[config.mk]
export PLATFORM = sky130hd
export DESIGN_NAME = uart_word_bridge
export DESIGN_NICKNAME = d
export VERILOG_FILES = /design/src/rtl/uart_pkg.sv /design/src/rtl/uart_word_fifo.sv /design/src/rtl/uart_word_bridge.sv
export SDC_FILE = /design/constraint.sdc
export NUM_CORES = 1
export LEC_CHECK = 0
export ABC_AREA = 1
export CAP_MARGIN = 20
export CORE_MARGIN = 5
export CORE_UTILIZATION = 25
export DETAILED_ROUTE_END_ITERATION = 16
export GPL_ROUTABILITY_DRIVEN = 1
export GPL_TIMING_DRIVEN = 0
export HOLD_SLACK_MARGIN = 0.08
export PLACE_DENSITY_LB_ADDON = 0.12
export SKIP_LAST_GASP = 1
export SYNTH_ARGS = -nofsm -noshare
export SYNTH_HDL_FRONTEND = slang
export SYNTH_SLANG_ARGS = --single-unit
[constraint.sdc]
create_clock -name sys_clk -period 5.4 [get_ports sys_clk]
set_input_delay 1.08 -clock sys_clk [delete_from_list [all_inputs] [get_ports sys_clk]]
set_output_delay 1.08 -clock sys_clk [all_outputs]
set_load 0.1 [all_outputs]
[src/rtl/uart_pkg.sv]
// Shared helpers for the UART word bridge: width math, idle-timeout derivation, TX FSM states.
package uart_pkg;

  typedef enum logic [1:0] {IDLE, LOAD, SEND} tx_state_e;

  function automatic int clog2(input int value);
    int r;
    r = 0;
    for (int i = 0; i < 31; i++) begin
      if ((64'd1 << i) < 64'(value)) r = i + 1;
    end
    return r;
  endfunction

  // Integer division happens before the multiply so the result matches a
  // whole number of clocks per bit, scaled by the idle bit count.
  function automatic int idle_clks(input int clk_fre, input int bps, input int idle_bits);
    longint t;
    t = (longint'(clk_fre) * 64'd1000000) / longint'(bps) * longint'(idle_bits);
    if (t < 64'd1) t = 64'd1;
    return int'(t);
  endfunction

endpackage

[src/rtl/uart_word_fifo.sv]
// Synchronous word FIFO with registered full/empty/level; head word is read combinationally.
// One-cycle write latency to empty deassertion; pushes while full are ignored.
module uart_word_fifo import uart_pkg::*; #(
  parameter int WIDTH = 32,
  parameter int DEPTH = 8
) (
  input  logic                   clk,
  input  logic                   rst,
  input  logic                   push,
  input  logic [WIDTH-1:0]       wr_dat,
  input  logic                   pop,
  output logic [WIDTH-1:0]       rd_dat,
  output logic                   full,
  output logic                   empty,
  output logic [clog2(DEPTH):0]  level
);

  localparam int AW = clog2(DEPTH);
  localparam logic [AW:0] FULL_LVL = (AW+1)'(DEPTH);

  logic [WIDTH-1:0] mem_q [DEPTH];
  logic [AW-1:0]    wr_ptr_q, rd_ptr_q;
  logic [AW:0]      count_q, count_d;
  logic             full_q, empty_q;
  logic             push_ok, pop_ok;

  assign push_ok = push && !full_q;
  assign pop_ok  = pop && !empty_q;

  always_comb begin
    count_d = count_q;
    if (push_ok && !pop_ok) count_d = count_q + 1'b1;
    else if (pop_ok && !push_ok) count_d = count_q - 1'b1;
  end

  always_ff @(posedge clk or posedge rst) begin
    if (rst) begin
      wr_ptr_q <= '0;
      rd_ptr_q <= '0;
      count_q  <= '0;
      full_q   <= 1'b0;
      empty_q  <= 1'b1;
    end else begin
      if (push_ok) wr_ptr_q <= wr_ptr_q + 1'b1;
      if (pop_ok)  rd_ptr_q <= rd_ptr_q + 1'b1;
      count_q <= count_d;
      full_q  <= (count_d == FULL_LVL);
      empty_q <= (count_d == '0);
    end
  end

  always_ff @(posedge clk) begin
    if (push_ok) mem_q[wr_ptr_q] <= wr_dat;
  end

  assign rd_dat = mem_q[rd_ptr_q];
  assign full   = full_q;
  assign empty  = empty_q;
  assign level  = count_q;

endmodule

[src/rtl/uart_word_bridge.sv]
// Word<->byte bridge: TX FIFO + serialiser (first byte 2 cycles after write, stalls on tx_byte_ready),
// RX packer with idle-timeout flush (word 1 cycle after last byte, no backpressure).
module uart_word_bridge import uart_pkg::*; #(
  parameter int WORD_BYTES = 4,
  parameter int FIFO_DEPTH = 8,
  parameter int MSB_FIRST  = 1,
  parameter int CLK_FRE    = 50,
  parameter int BPS        = 115200,
  parameter int IDLE_BITS  = 20
) (
  input  logic                         sys_clk,
  input  logic                         rst,
  input  logic [8*WORD_BYTES-1:0]      tx_word,
  input  logic                         tx_word_valid,
  output logic                         tx_word_ready,
  output logic [clog2(FIFO_DEPTH):0]   tx_level,
  output logic                         tx_overflow,
  output logic [7:0]                   tx_byte,
  output logic                         tx_byte_valid,
  input  logic                         tx_byte_ready,
  input  logic [7:0]                   rx_byte,
  input  logic                         rx_byte_valid,
  output logic [8*WORD_BYTES-1:0]      rx_word,
  output logic                         rx_word_valid,
  output logic [clog2(WORD_BYTES):0]   rx_word_nbytes,
  output logic                         rx_partial
);

  localparam int W         = 8 * WORD_BYTES;
  localparam int CW        = clog2(WORD_BYTES) + 1;
  localparam int LW        = clog2(FIFO_DEPTH) + 1;
  localparam int IDLE_CLKS = idle_clks(CLK_FRE, BPS, IDLE_BITS);

  localparam logic [CW-1:0] LAST_K    = CW'(WORD_BYTES - 1);
  localparam logic [CW-1:0] FULL_N    = CW'(WORD_BYTES);
  localparam logic [LW-1:0] LVL_ONE   = LW'(1);
  localparam logic [31:0]   IDLE_LAST = 32'(IDLE_CLKS - 1);

  function automatic logic [7:0] pick_byte(input logic [W-1:0] word, input logic [CW-1:0] k);
    int pos;
    pos = (MSB_FIRST != 0) ? (WORD_BYTES - 1 - int'(k)) : int'(k);
    return 8'(word >> (8 * pos));
  endfunction

  logic            fifo_full, fifo_empty, fifo_pop;
  logic [W-1:0]    fifo_head;
  logic [LW-1:0]   fifo_level;

  tx_state_e       state_q;
  logic [W-1:0]    word_q;
  logic [CW-1:0]   k_q;
  logic [7:0]      tx_byte_q;
  logic            tx_byte_valid_q;
  logic            tx_overflow_q;

  // Entry stays in the FIFO until its last byte leaves, so tx_level covers the word in flight.
  assign fifo_pop = (state_q == SEND) && tx_byte_ready && (k_q == LAST_K);

  uart_word_fifo #(
    .WIDTH (W),
    .DEPTH (FIFO_DEPTH)
  ) u_fifo (
    .clk    (sys_clk),
    .rst    (rst),
    .push   (tx_word_valid),
    .wr_dat (tx_word),
    .pop    (fifo_pop),
    .rd_dat (fifo_head),
    .full   (fifo_full),
    .empty  (fifo_empty),
    .level  (fifo_level)
  );

  always_ff @(posedge sys_clk or posedge rst) begin
    if (rst) begin
      state_q         <= IDLE;
      word_q          <= '0;
      k_q             <= '0;
      tx_byte_q       <= '0;
      tx_byte_valid_q <= 1'b0;
      tx_overflow_q   <= 1'b0;
    end else begin
      if (tx_word_valid && fifo_full) tx_overflow_q <= 1'b1;
      case (state_q)
        IDLE: if (!fifo_empty) state_q <= LOAD;
        LOAD: begin
          word_q          <= fifo_head;
          k_q             <= '0;
          tx_byte_q       <= pick_byte(fifo_head, '0);
          tx_byte_valid_q <= 1'b1;
          state_q         <= SEND;
        end
        SEND: if (tx_byte_ready) begin
          if (k_q == LAST_K) begin
            tx_byte_valid_q <= 1'b0;
            k_q             <= '0;
            state_q         <= (fifo_level != LVL_ONE) ? LOAD : IDLE;
          end else begin
            k_q       <= k_q + 1'b1;
            tx_byte_q <= pick_byte(word_q, k_q + 1'b1);
          end
        end
        default: state_q <= IDLE;
      endcase
    end
  end

  assign tx_word_ready = !fifo_full;
  assign tx_level      = fifo_level;
  assign tx_overflow   = tx_overflow_q;
  assign tx_byte       = tx_byte_q;
  assign tx_byte_valid = tx_byte_valid_q;

  logic [W-1:0]  acc_q, acc_d, acc_ins;
  logic [CW-1:0] cnt_q, cnt_d;
  logic [31:0]   idle_q, idle_d;
  logic [W-1:0]  rx_word_q, rx_word_d;
  logic          rx_word_valid_q, rx_word_valid_d;
  logic [CW-1:0] rx_nbytes_q, rx_nbytes_d;
  logic          rx_partial_q, rx_partial_d;

  always_comb begin
    if (MSB_FIRST != 0) acc_ins = (acc_q << 8) | W'(rx_byte);
    else                acc_ins = acc_q | (W'(rx_byte) << (8 * int'(cnt_q)));
  end

  // A byte landing on the expiry cycle wins over the flush.
  always_comb begin
    acc_d           = acc_q;
    cnt_d           = cnt_q;
    idle_d          = idle_q;
    rx_word_d       = rx_word_q;
    rx_word_valid_d = 1'b0;
    rx_nbytes_d     = rx_nbytes_q;
    rx_partial_d    = rx_partial_q;
    if (rx_byte_valid) begin
      idle_d = '0;
      if (cnt_q == LAST_K) begin
        rx_word_d       = acc_ins;
        rx_word_valid_d = 1'b1;
        rx_nbytes_d     = FULL_N;
        rx_partial_d    = 1'b0;
        acc_d           = '0;
        cnt_d           = '0;
      end else begin
        acc_d = acc_ins;
        cnt_d = cnt_q + 1'b1;
      end
    end else if (cnt_q != '0) begin
      if (idle_q == IDLE_LAST) begin
        rx_word_d       = acc_q;
        rx_word_valid_d = 1'b1;
        rx_nbytes_d     = cnt_q;
        rx_partial_d    = 1'b1;
        acc_d           = '0;
        cnt_d           = '0;
        idle_d          = '0;
      end else begin
        idle_d = idle_q + 32'd1;
      end
    end
  end

  always_ff @(posedge sys_clk or posedge rst) begin
    if (rst) begin
      acc_q           <= '0;
      cnt_q           <= '0;
      idle_q          <= '0;
      rx_word_q       <= '0;
      rx_word_valid_q <= 1'b0;
      rx_nbytes_q     <= '0;
      rx_partial_q    <= 1'b0;
    end else begin
      acc_q           <= acc_d;
      cnt_q           <= cnt_d;
      idle_q          <= idle_d;
      rx_word_q       <= rx_word_d;
      rx_word_valid_q <= rx_word_valid_d;
      rx_nbytes_q     <= rx_nbytes_d;
      rx_partial_q    <= rx_partial_d;
    end
  end

  assign rx_word        = rx_word_q;
  assign rx_word_valid  = rx_word_valid_q;
  assign rx_word_nbytes = rx_nbytes_q;
  assign rx_partial     = rx_partial_q;

endmodule

==> results.sh <==
export IMPL_status="complete, no violations"
export IMPL_period_share=0.619
export IMPL_cp_startpoint="tx_byte[5]"
export IMPL_post_route_drc_count=0
export IMPL_pin_count=97
export IMPL_cp_required_ps=4320
export IMPL_antenna_found_initial=4
export IMPL_first_iter_violations=957
export IMPL_fin_nets=2061
export IMPL_power_per_cell_area_nw_per_um2=560
export IMPL_m1WireLength_um=26100
export IMPL_synth_fp_nets=1903
export IMPL_hpwl_um=40600
export IMPL_cp_endpoint="tx_byte[5]"
export IMPL_yosys_cell_count_top_type="nand2_1"
export IMPL_cts_resized=0
export IMPL_die_y_um=281
export IMPL_cts_num_sinks=419
export IMPL_clock_fmax_mhz=299
export IMPL_synth_seq_cells=419
export IMPL_ys_types=39
export IMPL_grt_pass1_vias=13900
export IMPL_cts_tree="done"
export IMPL_synth_edf_count=256
export IMPL_dpl_cell_area_um2=20800
export IMPL_tns_ps=0
export IMPL_overflow=0
export IMPL_final_antenna_net_count=0
export IMPL_cts_root_buffer="clkbuf_16"
export IMPL_fin_crit_ps=3340
export IMPL_timing_final_ws_setup_ps=2060
export IMPL_drt_total_wl_um=58700
export IMPL_ys_warn_count=0
export IMPL_vdd_drop_max_mv=0.430
export IMPL_post_cts_setup_buffer_count=0
export IMPL_path_clk_slew_ps=60
export IMPL_reg2reg_depth=5
export IMPL_fillers=7615
export IMPL_area_growth_pct=21.7
export IMPL_wl_met2_um=28700
export IMPL_core_um2=72800
export IMPL_ctsHoldBuffers=0
export IMPL_grt_max_degree=39
export IMPL_crit_path_max_incr_delay_ps=1200
export IMPL_worstMarginPinSlew_ps=1080
export IMPL_synth_area_leader_cell="edfxtp_1"
export IMPL_maxSlewViolCount=0
export IMPL_cap_violations=0
export IMPL_r2r_start="u_fifo.full"
export IMPL_slew_limit_headroom=0.276
export IMPL_slowest_stage="clkdlybuf4s50_1"
export IMPL_r2r_slack_ps=3000
export IMPL_cp_top_family="buffers and inverters"
export IMPL_die_area_um2=78900
export IMPL_synthFlopType="edfxtp_1"
export IMPL_r2r_end="u_fifo.mem_q[0][9]"
export IMPL_final_area_um2=22300
export IMPL_top_layer="met5"
export IMPL_clock_path_buffers=3
export IMPL_synth_area_um2=18400
export IMPL_startpoint_type="flop"
export IMPL_cts_buffers=48
export IMPL_hold_viol=0
export IMPL_synth_top_cells_by_count="nand2_1 (329), nor2_1 (323), edfxtp_1 (256), o21ai_0 (211)"
export IMPL_track_usage=0.147
export IMPL_setup_viol=0
export IMPL_netlist_area_leader_share=0.419
export IMPL_grt_pass1_wl_um=88700
export IMPL_ys_async_sr_fraction=0.389
export IMPL_crit_cells=1
export IMPL_end_kind="output pin"
export IMPL_htreeDepth=2
export IMPL_io_buffers=96
export IMPL_syn_area_per_cell_um2=9.94
export IMPL_synth_cells=1847
export IMPL_synth_area_leaders="edfxtp_1 (42%), dfrtp_1 (22%), nand2_1 (6.7%)"
export IMPL_initial_core_util=0.252
export IMPL_cellLeakagePower_nw=8.47
export IMPL_drt_pre_antenna_iters=5
export IMPL_min_path_type="flop to flop"
export IMPL_cp_buffers_inverters=1
export IMPL_yosysSeqAreaShare=0.641
export IMPL_via_per_inst=4.52
export IMPL_rsz0062_at_grt="no"
export IMPL_place_ws_ps=1750
export IMPL_clk_latency_ps=590
export IMPL_path_class="flop to output pin"
export IMPL_routedWlPerCell_um=19.5
export IMPL_layout_drive_gt1_share=0.0826
export IMPL_wl_met3_um=2630
export IMPL_die_x_um=281
export IMPL_finClkSkew_ps=17.2
export IMPL_vias=13600
export IMPL_p_total_w=0.0125
export IMPL_crit_fanout=2
export IMPL_worstPathCellList="clkdlybuf4s50_1"
export IMPL_rows=99
export IMPL_gp_congestion=0.851
export IMPL_cp_arrival_ps=2260
==> placed cells by master, fill, tap and decap left out, types with 9 or more instances in the layout <==
master           count
buf_2               39
o21ai_0            211
ha_1                11
clkbuf_16           48
o21ai_1             10
nor2_1             315
xor2_1              10
nand4_1             13
o211ai_1            54
a21oi_1             29
nand2_1            329
dfrtp_1            162
nor2_4               9
buf_12              11
clkbuf_1            56
inv_1              120
edfxtp_1           256
nand3_1            162
clkinv_2            12
o221ai_1            10
clkdlybuf4s50_1     96
==> through the flow <==
stage	hold slack, ps	cells	util
after floorplan	450	1847	-
after detailed placement	483	2914	0.286
after global routing	516	3004	0.307
after global placement	462	2902	0.282
after CTS	499	3004	0.307
final	488	3006	0.307
==> cell type report <==
| class | instances | area, um2 | share of cell area |
|---|---|---|---|
| antenna | 2 | 5.00 | 0.000224 |
| inverter | 130 | 492 | 0.0220 |
| timing repair buffer | 108 | 1210 | 0.0541 |
| multi-input combinational | 1202 | 5670 | 0.254 |
| clock inverter | 22 | 218 | 0.00975 |
| clock buffer | 68 | 1290 | 0.0576 |
| buffer | 96 | 484 | 0.0217 |
| tap | 959 | 1200 | 0.0537 |
| sequential | 419 | 11800 | 0.527 |
==> kinds of logic after synthesis <==
family                     Yosys count  synth area share
AOI/OAI and AO/OA                  325            0.0992
and+or+nand+nor                    854             0.193
buffers and inverters              226            0.0530
adders and majority gates           11           0.00750
xor gates and xnor gates            12           0.00573
DFF                                419             0.641
==> worst min path at each step <==
stage                      from          end  slack, ps  cells past startpoint
finish              tx_overflow  tx_overflow        490                      1
global route        tx_overflow  tx_overflow        520                      1
CTS                 tx_overflow  tx_overflow        500                      1
detailed placement  tx_overflow  tx_overflow        480                      1
global placement    tx_overflow  tx_overflow        460                      1
floorplan             word_q[5]    word_q[5]        450                      2
==> state kept, by name, summed over array words and instances (netlist names) <==
register,cells
word_q,32
acc_q,32
rx_word_nbytes,3
state_q,2
cnt_q,3
u_fifo.rd_ptr_q,3
u_fifo.empty,1
u_fifo.full,1
k_q,3
tx_byte_valid,1
rx_word_valid,1
tx_overflow,1
idle_q,32
rx_word,32
u_fifo.mem_q,256
tx_byte,8
u_fifo.wr_ptr_q,3
rx_partial,1
u_fifo.level,4
==> where the power goes <==
part | internal, W | switching, W | leakage (nW) | total (W)
clock network | 0.00181 | 0.00136 | 0.735 | 0.00318
registers | 0.00409 | 0.000348 | 4.36 | 0.00444
logic | 0.00122 | 0.00366 | 3.37 | 0.00488
==> routing by layer <==
metal / track usage / vias up
li1: - / 6608
met3: 0.0272 / 81
met2: 0.254 / 288
met5: 0 / -
met4: 0.0349 / 4
met1: 0.192 / 6618
(Power assumes the default switching activity.)
